### src/rtl/msrv32_pkg.sv
// Shared load-unit definitions: funct3 codes, FSM encoding, timeout default.
package msrv32_pkg;

  localparam logic [2:0] FUNCT3_LB  = 3'b000;
  localparam logic [2:0] FUNCT3_LH  = 3'b001;
  localparam logic [2:0] FUNCT3_LW  = 3'b010;
  localparam logic [2:0] FUNCT3_LBU = 3'b100;
  localparam logic [2:0] FUNCT3_LHU = 3'b101;

  localparam int unsigned TIMEOUT_CYCLES_DEF = 16;

  typedef enum logic [1:0] {
    ST_IDLE = 2'd0,
    ST_WAIT = 2'd1,
    ST_DONE = 2'd2
  } lu_state_e;

  // funct3 values that do not name a load
  function automatic logic is_reserved(input logic [2:0] funct3);
    return (funct3 == 3'b011) || (funct3 == 3'b110) || (funct3 == 3'b111);
  endfunction

  // halfword loads need an even address, word loads a multiple of four
  function automatic logic is_misaligned(input logic [2:0] funct3, input logic [1:0] off);
    logic mis;
    mis = 1'b0;
    if ((funct3 == FUNCT3_LH) || (funct3 == FUNCT3_LHU)) mis = off[0];
    else if (funct3 == FUNCT3_LW)                         mis = (off != 2'b00);
    return mis;
  endfunction

endpackage

### src/rtl/msrv32_load_align.sv
// Selects the addressed byte/half of a read word and sign/zero-extends it.
module msrv32_load_align
  import msrv32_pkg::*;
(
  input  logic [31:0] data_in,
  input  logic [2:0]  funct3_in,
  input  logic [1:0]  off_in,
  output logic [31:0] result_c
);

  logic [7:0]  byte_sel;
  logic [15:0] half_sel;

  // lane select followed by extension according to load type
  always_comb begin
    byte_sel = 8'h00;
    half_sel = off_in[1] ? data_in[31:16] : data_in[15:0];
    result_c = data_in;
    case (off_in)
      2'd0:    byte_sel = data_in[7:0];
      2'd1:    byte_sel = data_in[15:8];
      2'd2:    byte_sel = data_in[23:16];
      default: byte_sel = data_in[31:24];
    endcase
    case (funct3_in)
      FUNCT3_LB:  result_c = {{24{byte_sel[7]}}, byte_sel};
      FUNCT3_LBU: result_c = {24'h000000, byte_sel};
      FUNCT3_LH:  result_c = {{16{half_sel[15]}}, half_sel};
      FUNCT3_LHU: result_c = {16'h0000, half_sel};
      default:    result_c = data_in;
    endcase
  end

endmodule

### src/rtl/msrv32_load_unit_ctrl.sv
// Load unit: issues word-aligned reads with req/ack, aligns the result,
// and flags misaligned loads, reserved funct3 and memory timeouts.
module msrv32_load_unit_ctrl
  import msrv32_pkg::*;
#(
  parameter int unsigned TIMEOUT_CYCLES = TIMEOUT_CYCLES_DEF
) (
  input  logic        ms_riscv32_mp_clk_in,
  input  logic        ms_riscv32_mp_rst_n_in,
  input  logic        ld_req_in,
  input  logic [2:0]  funct3_in,
  input  logic [31:0] iadder_in,
  input  logic        flush_in,
  input  logic [31:0] ms_riscv32_mp_dmdata_in,
  input  logic        ms_riscv32_mp_dmrd_ack_in,
  output logic [31:0] ms_riscv32_mp_dmaddr_out,
  output logic        ms_riscv32_mp_dmrd_req_out,
  output logic [31:0] lu_output_out,
  output logic        lu_valid_out,
  output logic        lu_busy_out,
  output logic        lu_misaligned_out,
  output logic        lu_fault_out
);

  localparam int unsigned CNT_W = $clog2(TIMEOUT_CYCLES + 1);

  lu_state_e        state_q, state_d;
  logic [CNT_W-1:0] cnt_q, cnt_d;
  logic [2:0]       f3_q, f3_d;
  logic [1:0]       off_q, off_d;
  logic [31:0]      addr_q, addr_d;
  logic [31:0]      out_q, out_d;
  logic             req_q, req_d;
  logic             valid_d, mis_d, fault_d;
  logic [31:0]      aligned_c;

  msrv32_load_align u_align (
    .data_in   (ms_riscv32_mp_dmdata_in),
    .funct3_in (f3_q),
    .off_in    (off_q),
    .result_c  (aligned_c)
  );

  // state and output registers
  always_ff @(posedge ms_riscv32_mp_clk_in or negedge ms_riscv32_mp_rst_n_in) begin
    if (!ms_riscv32_mp_rst_n_in) begin
      state_q           <= ST_IDLE;
      cnt_q             <= '0;
      f3_q              <= 3'b000;
      off_q             <= 2'b00;
      addr_q            <= 32'h0;
      out_q             <= 32'h0;
      req_q             <= 1'b0;
      lu_valid_out      <= 1'b0;
      lu_busy_out       <= 1'b0;
      lu_misaligned_out <= 1'b0;
      lu_fault_out      <= 1'b0;
    end else begin
      state_q           <= state_d;
      cnt_q             <= cnt_d;
      f3_q              <= f3_d;
      off_q             <= off_d;
      addr_q            <= addr_d;
      out_q             <= out_d;
      req_q             <= req_d;
      lu_valid_out      <= valid_d;
      lu_busy_out       <= (state_d != ST_IDLE);
      lu_misaligned_out <= mis_d;
      lu_fault_out      <= fault_d;
    end
  end

  // next-state and next-output logic
  always_comb begin
    state_d = state_q;
    cnt_d   = cnt_q;
    f3_d    = f3_q;
    off_d   = off_q;
    addr_d  = addr_q;
    out_d   = out_q;
    req_d   = req_q;
    valid_d = 1'b0;
    mis_d   = 1'b0;
    fault_d = 1'b0;
    case (state_q)
      ST_IDLE: begin
        req_d = 1'b0;
        if (ld_req_in && !flush_in) begin
          if (is_reserved(funct3_in)) begin
            fault_d = 1'b1;
          end else if (is_misaligned(funct3_in, iadder_in[1:0])) begin
            mis_d = 1'b1;
          end else begin
            f3_d    = funct3_in;
            off_d   = iadder_in[1:0];
            addr_d  = {iadder_in[31:2], 2'b00};
            req_d   = 1'b1;
            cnt_d   = '0;
            state_d = ST_WAIT;
          end
        end
      end
      ST_WAIT: begin
        if (flush_in) begin
          req_d   = 1'b0;
          state_d = ST_IDLE;
        end else if (ms_riscv32_mp_dmrd_ack_in) begin
          out_d   = aligned_c;
          req_d   = 1'b0;
          valid_d = 1'b1;
          state_d = ST_DONE;
        end else if (cnt_q == CNT_W'(TIMEOUT_CYCLES - 1)) begin
          req_d   = 1'b0;
          fault_d = 1'b1;
          state_d = ST_IDLE;
        end else begin
          cnt_d = cnt_q + CNT_W'(1);
        end
      end
      ST_DONE: begin
        state_d = ST_IDLE;
      end
      default: begin
        req_d   = 1'b0;
        state_d = ST_IDLE;
      end
    endcase
  end

  assign ms_riscv32_mp_dmaddr_out   = addr_q;
  assign ms_riscv32_mp_dmrd_req_out = req_q;
  assign lu_output_out              = out_q;

endmodule

### config.mk
export PLATFORM = sky130hd
export DESIGN_NAME = msrv32_load_unit_ctrl
export DESIGN_NICKNAME = d
export VERILOG_FILES = /design/src/rtl/msrv32_pkg.sv /design/src/rtl/msrv32_load_align.sv /design/src/rtl/msrv32_load_unit_ctrl.sv
export SDC_FILE = /design/constraint.sdc
export NUM_CORES = 1
export LEC_CHECK = 0
export CORE_UTILIZATION = 35
export CTS_CLUSTER_SIZE = 10
export DETAILED_ROUTE_END_ITERATION = 8
export GPL_TIMING_DRIVEN = 0
export PLACE_DENSITY = 0.69
export SETUP_SLACK_MARGIN = 0.2
export SLEW_MARGIN = 0
export SYNTH_ARGS = -nofsm -noshare
export SYNTH_HDL_FRONTEND = slang
export SYNTH_SLANG_ARGS = --single-unit
### constraint.sdc
create_clock -name ms_riscv32_mp_clk_in -period 1.9 [get_ports ms_riscv32_mp_clk_in]
set_input_delay 0.19 -clock ms_riscv32_mp_clk_in [delete_from_list [all_inputs] [get_ports ms_riscv32_mp_clk_in]]
set_output_delay 0.19 -clock ms_riscv32_mp_clk_in [all_outputs]
set_load 0.05 [all_outputs]
==> flow_metrics.py, run 1 <==
metrics = {
    "sta": {
        "setup_viol": 0,
        "worst_slew_pin_slew_ns": 0.557,
        "fin_skew_ns": 0.00947,
        "layout_min_cycle_time_ns": 1.68,
        "min_period_over_period": 0.885,
        "rsz0062_at_grt": "true",
        "clock.fmax_mhz": 595,
        "hold_viol_final": 0,
        "slew_headroom": 0.629,
        "finalMaxSlewViolations": 0,
        "fin_ws_ns": 0.218,
    },
    "worst_hold_path": {
        "hold_path_class": "in -> reg",
        "holdPathStages": 4,
    },
    "synth": {
        "postSynthCellCount": 331,
        "synth_area_leader_cell": "dfrtp_1",
        "synth_cell_types": 42,
        "synth_seq_area_share": 0.537,
        "synth_top_area_share": 0.537,
        "synth_edf_count": 0,
        "synth_seq_cells": 79,
        "yosysWarnings": 0,
        "synth_area_leaders": "dfrtp_1 (54%), mux2_2 (13%), nand2_1 (4.2%)",
        "synthFlopType": "dfrtp_1",
        "synthesis.area_um2": 3680,
        "async_flop_share": 1.00,
        "synth.avg_cell_area_um2": 11.1,
    },
    "grt": {
        "grt_max_degree": 41,
        "grt.total_usage": 0.191,
        "antenna_found_initial": 0,
        "gr-total-overflow": 0,
        "grt_first_pass_wirelength_um": 16300,
        "first_global_vias": 3264,
    },
    "setup_path": {
        "cp-startpoint": "state_q[1]",
        "cp-endpoint": "lu_output_out[18]",
        "required_ns": 2.20,
        "r2r_slack_ns": 0.22,
        "r2r_end": "lu_output_out[18]",
        "r2r_cells": 8,
        "endpoint_kind": "flip-flop",
        "r2r_start": "state_q[1]",
        "worstPathArrival_ns": 1.98,
        "crit_type": "reg -> reg",
        "path_max_fanout": 5,
        "startpoint_type": "flip-flop",
    },
    "floorplanning": {
        "fp.dieArea_um2": 10900,
        "ioPinCount": 141,
        "core_region_area_um2": 10300,
        "die_h_um": 105,
        "initial_core_util": 0.359,
        "rows": 37,
        "die_x_um": 105,
    },
    "clocking": {
        "root_buffer": "clkbuf_8",
        "clockBufferDepth": 2,
        "cts_tree": "yes",
        "numCtsBuffers": 9,
        "clock_sinks": 79,
        "clk_pin_slew_worst_paths_ns": 0.09,
        "clock_latency_ns": 0.35,
        "cts_max_level": 3,
    },
    "finish": {
        "diodes": 0,
        "drive_gt1_frac": 0.274,
        "final_cells": 640,
        "final_common_cell": "dfrtp_1",
        "syn_to_final_growth_pct": 54.2,
        "nets": 574,
        "final_cell_mix": "dfrtp_1 (78), clkdlybuf4s50_1 (69), dlygate4sd2_1 (61)",
        "utilization": 0.553,
    },
    "placed_design": {
        "gp_congestion": 0.826,
        "hpwlAfterDp_um": 7560,
        "place_ws_ns": -0.358,
        "port-buffer-count": 138,
        "place_inst": 607,
    },
    "routing": {
        "totalWireLength_um": 10400,
        "viasPerCell": 5.07,
        "num_vias": 3242,
        "drtIter0Drc": 138,
        "post_drt_wl_per_cell_um": 16.2,
        "antenna_left": 0,
        "drt-pass1-iter-count": 5,
        "drc": 0,
    },
    "run_status": {
        "status": "finished, final reports clean",
    },
    "pwr": {
        "p_per_area_nw_per_um2": 1260,
        "total_power_w": 0.00719,
        "p_leak_nw": 2.69,
        "max-vdd-ir-drop_mv": 0.648,
    },
    "job": {
        "drv_cap": 0,
    },
}
==> report_power, final <==
part | internal [W] | switching [W]
registers | 0.00217 | 0.000264
clock network | 0.000514 | 0.000650
logic | 0.00113 | 0.00246
==> layer usage <==
| layer | part of all wire | GRT usage | vias to the layer above |
|---|---|---|---|
| li1 | - | - | 1504 |
| met1 | 0.42 | 0.246 | 1558 |
| met2 | 0.46 | 0.294 | 159 |
| met3 | 0.085 | 0.0599 | 21 |
| met4 | 0.027 | 0.0875 | 0 |
| met5 | 0 | 0 | - |
==> metrics by stage <==
stage | TNS (ns) | area, um^2 | hold WS [ns]
finish | 0 | 5680 | 0.310
global route | 0 | 5680 | 0.335
global placement | -184.09 | 5270 | 0.480
floorplan | 0 | 3720 | -0.106
detailed placement | -13.53 | 5290 | 0.203
CTS | 0 | 5500 | 0.372
==> critical path: stages, from the launching register on <==
cell,delay (ns)
dfrtp_2,0.43
nor2_2,0.09
nand3_2,0.12
inv_4,0.10
nand2b_4,0.05
buf_6,0.12
a2111o_1,0.48
buf_6,0.18
nand3_1,0.06
==> kinds of logic (layout without fill, tap and decap cells) <==
family | Yosys count | after routing | share of synthesized area
simple gates | 128 | 128 | 0.193
flops | 79 | 79 | 0.537
compound gates | 45 | 45 | 0.0808
mux | 45 | 45 | 0.141
buf+inv | 29 | 201 | 0.0353
fa+ha+maj | 3 | 3 | 0.0102
other cells | 1 | 2 | 0.00102
xor+xnor | 1 | 1 | 0.00238
==> flip-flops by register name, indices dropped and copies added, names as in the netlist <==
signal / cells
f3_q: 3
lu_misaligned_out: 1
ms_riscv32_mp_dmrd_req_out: 1
lu_valid_out: 1
state_q: 2
off_q: 2
ms_riscv32_mp_dmaddr_out: 30
lu_output_out: 32
lu_busy_out: 1
cnt_q: 5
lu_fault_out: 1
==> synth_stat cells (2+ instances only) <==
cell,number
dfrtp_1,79
mux2_2,44
nand2_1,41
nand3_1,29
clkbuf_1,14
o21ai_0,13
a21oi_1,11
nand3_2,11
nand3b_1,11
nor2_1,7
nor3_1,6
a31oi_1,5
buf_2,5
nand2b_1,5
o221a_2,5
or2_2,5
inv_1,4
nor2b_1,4
ha_1,3
and3_1,2
buf_1,2
buf_4,2
nor3b_1,2
nor4b_2,2
o21ai_1,2
==> how the worst min path moves through the flow <==
| stage | slack (ns) | end | startpoint |
|---|---|---|---|
| floorplan | -0.11 | cnt_q[0] | ms_riscv32_mp_rst_n_in |
| global placement | 0.48 | lu_output_out[29] | lu_output_out[29] |
| detailed placement | 0.20 | lu_output_out[10] | ms_riscv32_mp_rst_n_in |
| CTS | 0.37 | lu_busy_out | ms_riscv32_mp_rst_n_in |
| global route | 0.33 | lu_fault_out | flush_in |
| finish | 0.31 | lu_fault_out | flush_in |
==> what timing repair did <==
item / 4_1_cts / 5_1_grt
pin swaps: 6 / 4
gates cloned: 0 / 1
hold endpoints to repair: 39 / 0
setup endpoints to repair: 129 / 73
buffers inserted: 7 / 8
resized for setup: 72 / 51
hold buffers: 1 / 0
==> final cells by class <==
type / count / area [um^2]
repair buffers: 156 / 1480
well taps: 136 / 170
clock buffers: 10 / 138
inverters: 5 / 21.3
flip-flops and latches: 79 / 1980
clock inverters: 6 / 46.3
plain buffers: 24 / 164
fillers: 932 / 4590
multi-input cells: 224 / 1690
Power figures use the tool's default switching activity.
==> inputs of run 2 (changes only) <==
--- a/config.mk
+++ b/config.mk
@@ -6,6 +6,7 @@
 export NUM_CORES = 1
 export LEC_CHECK = 0
 export CORE_UTILIZATION = 35
+export CTS_CLUSTER_DIAMETER = 50
 export CTS_CLUSTER_SIZE = 10
 export DETAILED_ROUTE_END_ITERATION = 8
 export GPL_TIMING_DRIVEN = 0
==> results of run 2 <==
Same layout as run 1: the final DEF is identical, and so are final timing and power.
==> inputs of run 3 (changes only) <==
--- a/config.mk
+++ b/config.mk
@@ -7,7 +7,6 @@
 export LEC_CHECK = 0
 export CORE_UTILIZATION = 35
 export CTS_CLUSTER_DIAMETER = 50
-export CTS_CLUSTER_SIZE = 10
 export DETAILED_ROUTE_END_ITERATION = 8
 export GPL_TIMING_DRIVEN = 0
 export PLACE_DENSITY = 0.69
==> results of run 3 <==
Same layout as run 1: the final DEF is identical, and so are final timing and power.
